[src/rtl/layer_sequencer_pkg.sv]
// ----------------------------------------------------------------------------
// layer_sequencer_pkg
// Shared definitions for the fully-connected layer sequencer: state encoding,
// vector length, vector-index width and a last-vector helper.
// No ports (package).
// ----------------------------------------------------------------------------
package layer_sequencer_pkg;

  // Elements per vector. The external element index counter flags the end of
  // a vector with bit 3 of its index, so this value cannot change on its own.
  localparam int VEC_LEN = 8;

  // Width of vector_index / num_vectors.
  localparam int VIDX_W = 4;

  localparam logic [VIDX_W-1:0] VIDX_ZERO = {VIDX_W{1'b0}};
  localparam logic [VIDX_W-1:0] VIDX_ONE  = {{(VIDX_W-1){1'b0}}, 1'b1};

  typedef enum logic [2:0] {
    SEQ_IDLE  = 3'd0,
    SEQ_CLEAR = 3'd1,
    SEQ_RUN   = 3'd2,
    SEQ_BIAS  = 3'd3,
    SEQ_DONE  = 3'd4
  } seq_state_e;

  // True when idx is the final vector of a pass of cnt vectors.
  function automatic logic is_last_vector(input logic [VIDX_W-1:0] idx,
                                          input logic [VIDX_W-1:0] cnt);
    return (idx == (cnt - VIDX_ONE));
  endfunction

endpackage

[src/rtl/layer_sequencer_if.sv]
// ----------------------------------------------------------------------------
// layer_sequencer_if
// Bundles the control, data handshake and datapath-control signals between
// the layer control FSM / MAC datapath (master side) and the sequencer
// (slave side).
//   master drives : start, abort, num_vectors, data_valid, new_vector
//   slave drives  : data_ready, elem_en, elem_clear, acc_en, acc_clear,
//                   bias_en, result_valid, vector_index, busy, done
// ----------------------------------------------------------------------------
interface layer_sequencer_if;

  logic                                   start;
  logic                                   abort;
  logic [layer_sequencer_pkg::VIDX_W-1:0] num_vectors;
  logic                                   data_valid;
  logic                                   new_vector;
  logic                                   data_ready;
  logic                                   elem_en;
  logic                                   elem_clear;
  logic                                   acc_en;
  logic                                   acc_clear;
  logic                                   bias_en;
  logic                                   result_valid;
  logic [layer_sequencer_pkg::VIDX_W-1:0] vector_index;
  logic                                   busy;
  logic                                   done;

  modport master (
    output start, abort, num_vectors, data_valid, new_vector,
    input  data_ready, elem_en, elem_clear, acc_en, acc_clear, bias_en,
           result_valid, vector_index, busy, done
  );

  modport slave (
    input  start, abort, num_vectors, data_valid, new_vector,
    output data_ready, elem_en, elem_clear, acc_en, acc_clear, bias_en,
           result_valid, vector_index, busy, done
  );

endinterface

[src/rtl/layer_sequencer.sv]
// ----------------------------------------------------------------------------
// layer_sequencer
// Sequences one fully-connected layer pass: clears and enables the external
// 4-bit element index counter, walks vector_index over num_vectors vectors,
// gates the element handshake and the MAC accumulator, and pulses
// result_valid per vector and done at the end of the pass.
//
// Ports
//   i_clock    : rising-edge clock
//   i_reset_n  : asynchronous active-low reset
//   io_seq     : layer_sequencer_if.slave (see interface for signal list)
//
// Build option
//   LAYER_SEQ_BIAS_STAGE_EN : adds the one-cycle BIAS state after each
//   vector; result_valid/acc_clear then follow one cycle after bias_en.
//   Undefined: no BIAS state, bias_en is constant 0.
// ----------------------------------------------------------------------------
module layer_sequencer
  import layer_sequencer_pkg::*;
(
  input  logic            i_clock,
  input  logic            i_reset_n,
  layer_sequencer_if.slave io_seq
);

  seq_state_e        r_state;
  seq_state_e        w_state_nxt;
  logic [VIDX_W-1:0] r_count;
  logic [VIDX_W-1:0] w_count_nxt;
  logic [VIDX_W-1:0] r_vidx;
  logic [VIDX_W-1:0] w_vidx_nxt;
  logic              w_last;
  logic              w_take;
  logic              w_data_ready;
  logic              w_elem_clear;
  logic              w_acc_clear;
  logic              w_bias_en;
  logic              w_result_valid;
  logic              w_done;
`ifdef LAYER_SEQ_BIAS_STAGE_EN
  // Marks the cycle after BIAS, where the finished vector is reported.
  logic              r_post_bias;
  logic              w_post_bias_nxt;
`endif

  assign w_last = is_last_vector(r_vidx, r_count);

  // State, captured vector count and vector index registers.
  always_ff @(posedge i_clock or negedge i_reset_n) begin
    if (!i_reset_n) begin
      r_state <= SEQ_IDLE;
      r_count <= VIDX_ZERO;
      r_vidx  <= VIDX_ZERO;
    end else begin
      r_state <= w_state_nxt;
      r_count <= w_count_nxt;
      r_vidx  <= w_vidx_nxt;
    end
  end

`ifdef LAYER_SEQ_BIAS_STAGE_EN
  // Post-bias reporting flag.
  always_ff @(posedge i_clock or negedge i_reset_n) begin
    if (!i_reset_n) begin
      r_post_bias <= 1'b0;
    end else begin
      r_post_bias <= w_post_bias_nxt;
    end
  end
`endif

  // Next-state and output decode; abort overrides every transition.
  always_comb begin
    w_state_nxt    = r_state;
    w_count_nxt    = r_count;
    w_vidx_nxt     = r_vidx;
    w_take         = 1'b0;
    w_elem_clear   = 1'b0;
    w_acc_clear    = 1'b0;
    w_bias_en      = 1'b0;
    w_result_valid = 1'b0;
    w_done         = 1'b0;
`ifdef LAYER_SEQ_BIAS_STAGE_EN
    w_post_bias_nxt = 1'b0;
`endif

    case (r_state)
      SEQ_IDLE: begin
        if (io_seq.start) begin
          w_count_nxt = io_seq.num_vectors;
          w_vidx_nxt  = VIDX_ZERO;
          w_state_nxt = SEQ_CLEAR;
        end else begin
          w_state_nxt = SEQ_IDLE;
        end
      end

      SEQ_CLEAR: begin
        w_elem_clear = 1'b1;
        w_acc_clear  = 1'b1;
        if (r_count == VIDX_ZERO) begin
          w_state_nxt = SEQ_DONE;
        end else begin
          w_state_nxt = SEQ_RUN;
        end
      end

      SEQ_RUN: begin
        w_take = 1'b1;
`ifdef LAYER_SEQ_BIAS_STAGE_EN
        if (r_post_bias) begin
          // Report the vector finished by BIAS. The counter is already back
          // at 0, so the next vector's first element may be taken here; on
          // the last vector the pass ends and nothing more is accepted.
          w_result_valid = 1'b1;
          w_acc_clear    = 1'b1;
          if (w_last) begin
            w_take      = 1'b0;
            w_state_nxt = SEQ_DONE;
          end else begin
            w_vidx_nxt  = r_vidx + VIDX_ONE;
          end
        end else if (io_seq.new_vector) begin
          w_state_nxt = SEQ_BIAS;
        end else begin
          w_state_nxt = SEQ_RUN;
        end
`else
        if (io_seq.new_vector) begin
          w_result_valid = 1'b1;
          w_acc_clear    = 1'b1;
          if (w_last) begin
            w_state_nxt = SEQ_DONE;
          end else begin
            w_vidx_nxt  = r_vidx + VIDX_ONE;
          end
        end else begin
          w_state_nxt = SEQ_RUN;
        end
`endif
      end

`ifdef LAYER_SEQ_BIAS_STAGE_EN
      SEQ_BIAS: begin
        w_bias_en       = 1'b1;
        w_post_bias_nxt = 1'b1;
        w_state_nxt     = SEQ_RUN;
      end
`endif

      SEQ_DONE: begin
        w_done       = 1'b1;
        w_elem_clear = 1'b1;
        w_state_nxt  = SEQ_IDLE;
      end

      default: begin
        w_state_nxt = SEQ_IDLE;
      end
    endcase

    if (io_seq.abort && (r_state != SEQ_IDLE)) begin
      w_state_nxt    = SEQ_IDLE;
      w_count_nxt    = r_count;
      w_vidx_nxt     = r_vidx;
      w_take         = 1'b0;
      w_elem_clear   = 1'b1;
      w_acc_clear    = 1'b1;
      w_bias_en      = 1'b0;
      w_result_valid = 1'b0;
      w_done         = 1'b0;
`ifdef LAYER_SEQ_BIAS_STAGE_EN
      w_post_bias_nxt = 1'b0;
`endif
    end else begin
      w_state_nxt = w_state_nxt;
    end
  end

  // No element is taken on the counter's wrap cycle.
  assign w_data_ready        = w_take && !io_seq.new_vector;

  assign io_seq.data_ready   = w_data_ready;
  assign io_seq.elem_en      = w_data_ready && io_seq.data_valid;
  assign io_seq.acc_en       = w_data_ready && io_seq.data_valid;
  assign io_seq.elem_clear   = w_elem_clear;
  assign io_seq.acc_clear    = w_acc_clear;
  assign io_seq.bias_en      = w_bias_en;
  assign io_seq.result_valid = w_result_valid;
  assign io_seq.done         = w_done;
  assign io_seq.vector_index = r_vidx;
  assign io_seq.busy         = (r_state != SEQ_IDLE);

endmodule

[src/flat_wrapper.sv]
// flat-port wrapper written by rule: the top's interface ports become plain ports
module layer_sequencer_flat import layer_sequencer_pkg::*;
  (i_clock, i_reset_n, io_seq_start, io_seq_abort, io_seq_num_vectors, io_seq_data_valid, io_seq_new_vector, io_seq_data_ready, io_seq_elem_en, io_seq_elem_clear, io_seq_acc_en, io_seq_acc_clear, io_seq_bias_en, io_seq_result_valid, io_seq_vector_index, io_seq_busy, io_seq_done);
  layer_sequencer_if io_seq_i ();
  input  logic i_clock;
  input  logic i_reset_n;
  input wire logic [$bits(io_seq_i.start)-1:0] io_seq_start;
  input wire logic [$bits(io_seq_i.abort)-1:0] io_seq_abort;
  input wire logic [$bits(io_seq_i.num_vectors)-1:0] io_seq_num_vectors;
  input wire logic [$bits(io_seq_i.data_valid)-1:0] io_seq_data_valid;
  input wire logic [$bits(io_seq_i.new_vector)-1:0] io_seq_new_vector;
  output wire logic [$bits(io_seq_i.data_ready)-1:0] io_seq_data_ready;
  output wire logic [$bits(io_seq_i.elem_en)-1:0] io_seq_elem_en;
  output wire logic [$bits(io_seq_i.elem_clear)-1:0] io_seq_elem_clear;
  output wire logic [$bits(io_seq_i.acc_en)-1:0] io_seq_acc_en;
  output wire logic [$bits(io_seq_i.acc_clear)-1:0] io_seq_acc_clear;
  output wire logic [$bits(io_seq_i.bias_en)-1:0] io_seq_bias_en;
  output wire logic [$bits(io_seq_i.result_valid)-1:0] io_seq_result_valid;
  output wire logic [$bits(io_seq_i.vector_index)-1:0] io_seq_vector_index;
  output wire logic [$bits(io_seq_i.busy)-1:0] io_seq_busy;
  output wire logic [$bits(io_seq_i.done)-1:0] io_seq_done;
  assign io_seq_i.start = io_seq_start;
  assign io_seq_i.abort = io_seq_abort;
  assign io_seq_i.num_vectors = io_seq_num_vectors;
  assign io_seq_i.data_valid = io_seq_data_valid;
  assign io_seq_i.new_vector = io_seq_new_vector;
  assign io_seq_data_ready = io_seq_i.data_ready;
  assign io_seq_elem_en = io_seq_i.elem_en;
  assign io_seq_elem_clear = io_seq_i.elem_clear;
  assign io_seq_acc_en = io_seq_i.acc_en;
  assign io_seq_acc_clear = io_seq_i.acc_clear;
  assign io_seq_bias_en = io_seq_i.bias_en;
  assign io_seq_result_valid = io_seq_i.result_valid;
  assign io_seq_vector_index = io_seq_i.vector_index;
  assign io_seq_busy = io_seq_i.busy;
  assign io_seq_done = io_seq_i.done;
  layer_sequencer u_core (.i_clock(i_clock), .i_reset_n(i_reset_n), .io_seq(io_seq_i));
endmodule
[config.mk]
export PLATFORM = sky130hd
export DESIGN_NAME = layer_sequencer_flat
export DESIGN_NICKNAME = d
export VERILOG_FILES = /design/src/rtl/layer_sequencer_pkg.sv /design/src/rtl/layer_sequencer_if.sv /design/src/rtl/layer_sequencer.sv /design/src/flat_wrapper.sv
export SDC_FILE = /design/constraint.sdc
export NUM_CORES = 1
export LEC_CHECK = 0
export CAP_MARGIN = 10
export CORE_MARGIN = 1
export CORE_UTILIZATION = 40
export DETAILED_ROUTE_END_ITERATION = 8
export PLACE_DENSITY = 0.7
export SYNTH_ARGS = -nofsm -noshare
export SYNTH_HDL_FRONTEND = slang
export SYNTH_SLANG_ARGS = --single-unit
[constraint.sdc]
create_clock -name i_clock -period 1.6 [get_ports i_clock]
set_input_delay 0.4 -clock i_clock [delete_from_list [all_inputs] [get_ports i_clock]]
set_output_delay 0.4 -clock i_clock [all_outputs]
set_load 0.01 [all_outputs]
==> flow_metrics.tcl, run 1 <==
set metrics [dict create \
    peakVddDrop_mv 0.9930 \
    grt_use_total 0.2204 \
    rr_worst_depth 6 \
    die_h_microns 44.04 \
    rsz0062_at_grt "yes" \
    seq_area_frac_synth 0.3894 \
    drc 0 \
    hold_class "primary input to async pin" \
    slew-limit-headroom 0.6680 \
    cp_slowest_cell "dfrtp_1" \
    cp_cell_sequence "nor2_2 > and2_4 > nor3b_4 > and2_4 > buf_6" \
    rows 14 \
    drtIter0Drc 3 \
    cts_sinks 11 \
    period_needed_ns 1.784 \
    synth.net_count 85 \
    grt_overflow 0 \
    hold_viol_final 0 \
    grt_pass1_wl_mm 3.036 \
    vias_per_cell 5.174 \
    fp.dieW_microns 44.04 \
    tightest_slew_ns 0.4964 \
    path_common_cell "and2_4" \
    cp-end-kind "output pin" \
    antennaDiodeCount 0 \
    synth_edf_count 0 \
    cts_tree "built" \
    area_growth_pct 66.55 \
    yosysUniqueCellTypes 29 \
    crit_arrival_ns 1.38 \
    required_ns 1.20 \
    dieArea_sq_um 1940 \
    slew_violations 0 \
    syn-cell-area_sq_um 706.9 \
    fin_crit_sh 1.115 \
    setup_viol 11 \
    cts.htree.levels 1 \
    clk_latency_ns 0.27 \
    io_pins 23 \
    post-place-ws_ns -0.7146 \
    first_pass_iters 4 \
    whs_ns 0.4591 \
    grt_max_degree 12 \
    powerDensity_nw_per_um2 1488 \
    setup_tns_ns -1.039 \
    wl_mm 1.724 \
    clock_skew_ns 0.001917 \
    wire_per_inst_microns 13.06 \
    start_util 0.4484 \
    leakage_uw 0.0006157 \
    fillCellCount 127 \
    hpwl_mm 1.222 \
    drive_gt1_frac 0.4914 \
    cts_root_buf "clkbuf_4" \
    antenna_found_initial 0 \
    fmax_ghz 0.5606 \
    fin_cells 132 \
    run_status "finished with violations" \
    ant_nets 0 \
    clk_pin_slew_ns 0.07 \
    dr_total_vias 683 \
    ys_seq_elements 11 \
    start_kind "flop" \
    crit_fanout 2 \
    yosys_warnings 0 \
    postSynthCellCount 73 \
    avgSynthCellArea_sq_um 9.684 \
    cts_buffer_depth 2 \
    violations "negative setup slack" \
    cts_hold_buf 0 \
    synth-main-ff-cell "dfrtp_1" \
    cp_slowest_stage_delay_ns 0.39 \
    core_sq_um 1577 \
    io_buffers 21 \
    numCtsBuffers 3 \
    grt_pass1_vias 679 \
    async_reset_ff_frac 1.000 \
    cap_viol_max_count 0 \
    place_inst 121 \
    final_nets 129 \
    timing.final.ws_setup_ns -0.1838 \
    place.gp.congestion 0.7160 \
    critPathKind "flop to output pin" \
]
## routing by layer
layer	vias to the layer above	share of wire	global-route usage
li1	341	-	-
met1	319	0.40	0.2651
met2	19	0.54	0.3735
met3	4	0.052	0.06939
met4	0	0.011	0.07273
met5	-	0	0
## synth_stat cells (2+ instances only)
library cell / count / area, sq um
a21oi_1: 3 / 15.01
a221o_1: 2 / 20.02
and2_1: 4 / 25.02
and3b_1: 3 / 26.28
buf_2: 2 / 10.01
buf_4: 2 / 15.01
dfrtp_1: 11 / 275.3
ha_1: 2 / 25.02
inv_1: 3 / 11.26
mux2_2: 3 / 33.78
nand2_1: 2 / 7.510
nor2_1: 6 / 22.52
nor2b_1: 4 / 25.02
nor3_1: 2 / 10.01
nor3b_1: 3 / 22.52
o21ai_0: 6 / 30.03
xnor2_1: 3 / 26.28
## through the flow
step / area [sq um] / total power, uW / util
final: 1177 / 1752 / 0.7468
after global routing: 1177 / 1885 / 0.7468
after CTS: 1154 / 1734 / 0.7317
after detailed placement: 1045 / 1335 / 0.6627
after global placement: 1045 / 1302 / 0.6627
after floorplan: 730.7 / 925.8 / -
## report_power, final
part / internal [uW] / switching, uW
clock: 96.7 / 93.0
combinational: 635 / 492
sequential: 360 / 74.9
## sequential cells by signal (all words and copies together) (netlist names)
signal                      count
u_core.io_seq.vector_index      4
u_core.r_count                  4
u_core.r_state                  3
## path summary, 6_finish.rpt
check	to	startpoint	slack, ns
max reg2reg	u_core.io_seq.vector_index[2]	u_core.r_count[1]	-0.03
min	u_core.io_seq.vector_index[3]	i_reset_n	0.46
max	io_seq_acc_en	u_core.r_state[2]	-0.18
min in group i_clock	u_core.r_state[2]	io_seq_abort	0.51
max in group asynchronous	u_core.r_state[1]	i_reset_n	0.78
min reg2reg	u_core.r_count[3]	u_core.r_count[3]	0.58
## critical path: cells and delay by family, from the launching register on
family,cells,cell delay [ns]
buf+inv,1,0.09
flops,1,0.39
simple gates,4,0.63
## layout make-up
| type | count | area [sq um] | area share |
|---|---|---|---|
| tap | 16 | 20.02 | 0.01700 |
| clock buffer | 4 | 26.28 | 0.02232 |
| inverter | 3 | 11.26 | 0.009564 |
| sequential | 11 | 277.8 | 0.2359 |
| multi-input combinational | 55 | 486.7 | 0.4134 |
| timing repair buffer | 43 | 355.3 | 0.3018 |
## kinds of logic (layout without fill, tap and decap cells)
family / count (synthesis) / after routing / share of synthesized area
fa+ha+maj: 2 / 2 / 0.03539
flops: 11 / 11 / 0.3894
other cells: 1 / 1 / 0.005305
compound gates: 14 / 14 / 0.1292
xor+xnor: 5 / 5 / 0.08319
simple gates: 30 / 30 / 0.2584
mux: 3 / 3 / 0.04778
buf+inv: 7 / 50 / 0.05132
## what timing repair did
item | CTS | global route
buffers inserted | 6 | 1
gates cloned | 0 | 0
pin swaps | 11 | 1
gates resized for setup | 53 | 9
endpoints found under the setup margin | 19 | 15
## cell usage in the layout (no fill, tap or decap), types with 3 or more instances in the layout
cell type,count
nor2_1,5
clkbuf_4,3
o21ai_0,5
and2_4,3
clkdlybuf4s50_1,8
mux2_2,3
buf_2,5
dfrtp_1,9
nor2b_1,4
buf_4,21
buf_6,4
Power figures use the tool's default switching activity.
==> run 2: changes to the inputs <==
--- a/config.mk
+++ b/config.mk
@@ -9,7 +9,7 @@
 export CORE_MARGIN = 1
 export CORE_UTILIZATION = 40
 export DETAILED_ROUTE_END_ITERATION = 8
-export PLACE_DENSITY = 0.7
+export PLACE_DENSITY = 0.74
 export SYNTH_ARGS = -nofsm -noshare
 export SYNTH_HDL_FRONTEND = slang
 export SYNTH_SLANG_ARGS = --single-unit
==> run 2 against run 1 <==
Net effect:
- the flow still finishes with violations (negative setup slack)
- setup slack better by 0.0031 ns
- hold slack hardly changed
- clock power is 4% lower
- critical endpoint unchanged
- critical path depth stayed put
- sequential power is 2% lower
- power is 2.4% higher
- cell count stayed put
- non-clock buffer count stayed put
- core utilization is 0.79 points higher
- clock-buffer cell count stayed put
- via count is 1.9% higher
- global-route usage is 0.67 points lower
==> flow_metrics.tcl, run 2 (same netlist as run 1, synthesis figures left out) <==
set metrics [dict create \
    run_status "finished with violations" \
    violations "negative setup slack" \
    start_kind "flop" \
    period_needed_ns 1.781 \
    clock_skew_ns 0.001753 \
    rr_startpoint "u_core.r_count[1]" \
    clk_latency_ns 0.26 \
    fin_area_sq_um 1190 \
    grt_max_degree 12 \
    clockPowerShare 0.102 \
    cap_viol_max_count 0 \
    first_pass_iters 4 \
    timing.final.ws_setup_ns -0.1807 \
    setup_viol 12 \
    drive_gt1_frac 0.4914 \
    final_cell_mix "buf_4, clkdlybuf4s50_1, dfrtp_1" \
    vias_per_cell 5.273 \
    final_common_cell "buf_4" \
    cts_buffer_depth 2 \
    start_util 0.4484 \
    hold_class "primary input to async pin" \
    powerDensity_nw_per_um2 1507 \
    ant_nets 0 \
    dr_total_vias 696 \
    crit_arrival_ns 1.38 \
    antennaDiodeCount 0 \
    combPwrFrac 0.660 \
    rows 14 \
    io_pins 23 \
    io_buffers 21 \
    fin_util 0.7548 \
    pwr-share-seq 0.238 \
    fmax_ghz 0.5616 \
    grt_use_total 0.2137 \
    cp-end-kind "output pin" \
    critPathKind "flop to output pin" \
    drc 0 \
    fp.dieW_microns 44.04 \
    slew_violations 0 \
    cts_tree "built" \
    wire_per_inst_microns 13.29 \
    place.gp.congestion 0.7782 \
    hpwl_mm 1.156 \
    fin_crit_sh 1.113 \
    placed_area_sq_um 1030 \
    startpoint "u_core.r_state[0]" \
    cts_sinks 11 \
    grt_pass1_wl_mm 2.967 \
    die_h_microns 44.04 \
    required_ns 1.20 \
    grt_overflow 0 \
    core_sq_um 1577 \
    peakVddDrop_mv 0.9041 \
    grt_pass1_vias 660 \
    hold_viol_final 0 \
    wl_mm 1.754 \
    dieArea_sq_um 1940 \
    final_nets 129 \
    cts_root_buf "clkbuf_4" \
    cts.htree.levels 1 \
    drtIter0Drc 13 \
    cts_hold_buf 0 \
    netSwitchingPower_uw 680.1 \
    intPower_uw 1113 \
    antenna_found_initial 0 \
    switching_share 0.3793 \
    crit_fanout 2 \
    leakage_uw 0.0006072 \
    numCtsBuffers 3 \
    rsz0062_at_grt "yes" \
    power_uw 1793 \
    setup_tns_ns -1.050 \
    clk_pin_slew_ns 0.06 \
    area_growth_pct 68.32 \
]
run 2: layout make-up:
cell class                 instances  area [sq um]
sequential                        11         277.8
tap                               16         20.02
timing repair buffer              43         362.8
inverter                           3         11.26
fill                             118         386.6
clock buffer                       4         26.28
multi-input combinational         55         491.7
run 2: worst max-delay path, stage by stage (launching register included):
cell     delay [ns]
dfrtp_1        0.39
nor2_2         0.13
and2_4         0.15
nor3b_4        0.18
and2_4         0.17
buf_6          0.10
run 2: power groups by stage:
stage | registers, uW | clock network [uW] | logic (uW)
2_1_floorplan | 434 | 0 | 491
3_3_place_gp | 435 | 0 | 834
3_5_place_dp | 439 | 0 | 851
4_1_cts | 422 | 188 | 1120
5_1_grt | 438 | 203 | 1280
6_report | 427 | 182 | 1180
run 2: worst paths after layout:
path / endpoint / slack, ns / depth (start not counted)
max: io_seq_acc_en / -0.18 / 5
min: u_core.io_seq.vector_index[3] / 0.46 / 1
max reg2reg: u_core.io_seq.vector_index[2] / -0.08 / 6
min reg2reg: u_core.r_count[3] / 0.56 / 1
max in group asynchronous: u_core.io_seq.vector_index[1] / 0.79 / 1
min in group i_clock: u_core.r_count[3] / 0.56 / 1
run 2: through the flow:
stage                     hold WS, ns  cells  worst slack (ns)
after floorplan                0.1044     73          -0.01038
after detailed placement       0.5548    119           -0.7160
after global routing           0.4938    132           -0.2682
after CTS                      0.4683    132           -0.1907
final                          0.4590    132           -0.1807
after global placement         0.5419    119           -0.6836
run 2: timing repair:
action / in CTS / in global routing
gates resized for setup: 54 / 8
setup buffers: 9 / 0
pin swaps: 9 / 2
setup endpoints to repair: 19 / 15
run 2: metal layers:
metal | track usage | wire (microns)
met1 | 0.2684 | 785
met2 | 0.3618 | 881
met3 | 0.06122 | 68
met4 | 0.05455 | 19
met5 | 0 | 0
==> run 3: changes to the inputs <==
--- a/config.mk
+++ b/config.mk
@@ -9,7 +9,7 @@
 export CORE_MARGIN = 1
 export CORE_UTILIZATION = 40
 export DETAILED_ROUTE_END_ITERATION = 8
-export PLACE_DENSITY = 0.74
+export PLACE_DENSITY_LB_ADDON = 0.25
 export SYNTH_ARGS = -nofsm -noshare
 export SYNTH_HDL_FRONTEND = slang
 export SYNTH_SLANG_ARGS = --single-unit
==> run 3 against run 2 <==
Net effect:
- the run still ends with negative setup slack left
- global-route usage is 0.99 points higher
- clock-buffer cell count stayed put
- largest cell class unchanged
- sequential power is 4.7% higher
- critical endpoint unchanged
- fmax is 1.2% lower
- via count is 7.8% higher
- clock skew is 0.0050 ns higher
- power is 0.32% lower
- hold slack worse by 0.0093 ns
- register-to-register slack worse by 0.07 ns
- first-iteration DRC count is 69% higher
- routed wire length is 16% higher
- clock power is 4% higher
==> flow_metrics.tcl, run 3 (same netlist as run 1, synthesis figures left out) <==
set metrics [dict create \
    run_status "finished with violations" \
    violations "negative setup slack" \
    grt_overflow 0 \
    clk_latency_ns 0.27 \
    rsz0062_at_grt "yes" \
    crit_arrival_ns 1.40 \
    cp_top_family "simple AND/OR/NAND/NOR gates" \
    hold_class "primary input to async pin" \
    final_cell_mix "buf_4, dfrtp_1, clkdlybuf4s50_1, buf_2" \
    cts_hold_buf 0 \
    place.gp.congestion 0.7539 \
    wire_per_inst_microns 15.36 \
    io_pins 23 \
    io_buffers 21 \
    antenna_found_initial 0 \
    start_kind "flop" \
    timing.final.ws_setup_ns -0.2029 \
    cts_buffer_depth 2 \
    grt_pass1_vias 693 \
    numCtsBuffers 3 \
    cp-end-kind "output pin" \
    route.met3.wl_microns 127 \
    post-place-ws_ns -0.7087 \
    core_sq_um 1577 \
    maxUsedRoutingLayer "met4" \
    dieArea_sq_um 1940 \
    fp.dieW_microns 44.04 \
    grt_max_degree 12 \
    critPathKind "flop to output pin" \
    crit_fanout 2 \
    multi_input_area_sq_um 504.2 \
    cap_viol_max_count 0 \
    peakVddDrop_mv 0.9679 \
    vias_per_cell 5.682 \
    cts_sinks 11 \
    placed_area_sq_um 1045 \
    area_growth_pct 67.43 \
    slew-limit-headroom 0.6424 \
    tightest_slew_ns 0.5326 \
    cp_slowest_stage_delay_ns 0.39 \
    cts_tree "built" \
    first_pass_iters 4 \
    fin_crit_sh 1.127 \
    path_common_cell "and2_4" \
    fillCellCount 118 \
    period_needed_ns 1.803 \
    fin_util 0.7508 \
    hold_viol_final 0 \
    rows 14 \
    grt_use_total 0.2237 \
    antennaDiodeCount 0 \
    die_h_microns 44.04 \
    final_nets 129 \
    clock_skew_ns 0.006746 \
    ant_nets 0 \
    cts.htree.levels 1 \
    drc 0 \
    drtIter0Drc 22 \
    cp_cell_sequence "nor2_2 > and2_4 > nor3b_4 > and2_4 > buf_6" \
    leakage_uw 0.0005874 \
    drive_gt1_frac 0.5000 \
    hpwl_mm 1.327 \
    met2_length_mm 1.069 \
    path_buf_inv 1 \
    grt_pass1_wl_mm 3.146 \
    powerDensity_nw_per_um2 1510 \
    dr_total_vias 750 \
    wl_met1_microns 788 \
    fmax_ghz 0.5547 \
    fin_area_sq_um 1184 \
    clk_pin_slew_ns 0.07 \
    wl_mm 2.028 \
    seqCellArea_sq_um 276.5 \
    start_util 0.4484 \
    cts_root_buf "clkbuf_4" \
    cp_slowest_cell "dfrtp_1" \
    required_ns 1.20 \
    slew_violations 0 \
    final_common_cell "buf_4" \
    setup_viol 13 \
]
[run 3: worst reg2reg max path: stages, from the launching register on]
cell and delay (ns):
dfrtp_1 0.40, inv_2 0.09, ha_4 0.13, xor3_1 0.26, nor3_4 0.31, a21boi_4 0.12
a221o_1 0.32
[run 3: cell type report]
class / count / share of cell area
Clock buffer: 4 / 0.02220
Inverter: 3 / 0.009514
Multi-Input combinational cell: 55 / 0.4260
Sequential cell: 11 / 0.2336
Tap cell: 16 / 0.01691
Timing Repair Buffer: 43 / 0.2918
[run 3: path summary, 6_finish.rpt]
path / from / end / slack (ns) / depth (start not counted)
hold reg to reg: u_core.r_count[3] / u_core.r_count[3] / 0.56 / 1
max in group asynchronous: i_reset_n / u_core.r_state[1] / 0.80 / 1
setup / recovery: u_core.r_state[0] / io_seq_acc_en / -0.20 / 5
setup reg to reg: u_core.r_count[1] / u_core.io_seq.vector_index[3] / -0.15 / 6
hold / removal: i_reset_n / u_core.io_seq.vector_index[3] / 0.45 / 1
min in group i_clock: u_core.r_count[3] / u_core.r_count[3] / 0.56 / 1
[run 3: where the power goes]
| part | internal [uW] | switching, uW | leakage [uW] |
|---|---|---|---|
| clock | 96.7 | 93.6 | 0.0000150 |
| combinational | 612 | 538 | 0.000431 |
| sequential | 360 | 87.2 | 0.000142 |
| total | 1070 | 718 | 0.000587 |
[run 3: what timing repair did]
item	in CTS	in global routing
gates resized for setup	50	11
buffers inserted	6	1
pin swaps	10	8
setup endpoints to repair	19	14
[run 3: per-layer routing]
layer | global-route usage | vias to the layer above
met5 | 0 | -
li1 | - | 345
met1 | 0.2644 | 364
met3 | 0.04898 | 6
met4 | 0.06061 | 0
met2 | 0.4059 | 35
[run 3: metrics by stage]
step	cells	total power [uW]	hold slack, ns	TNS [ns]
2_1_floorplan	73	925.8	0.1044	-0.02630
3_3_place_gp	121	1288	0.5438	-6.832
3_5_place_dp	121	1318	0.5546	-7.325
4_1_cts	131	1595	0.4831	-1.195
5_1_grt	132	1895	0.5014	-2.489
6_report	132	1787	0.4498	-1.621
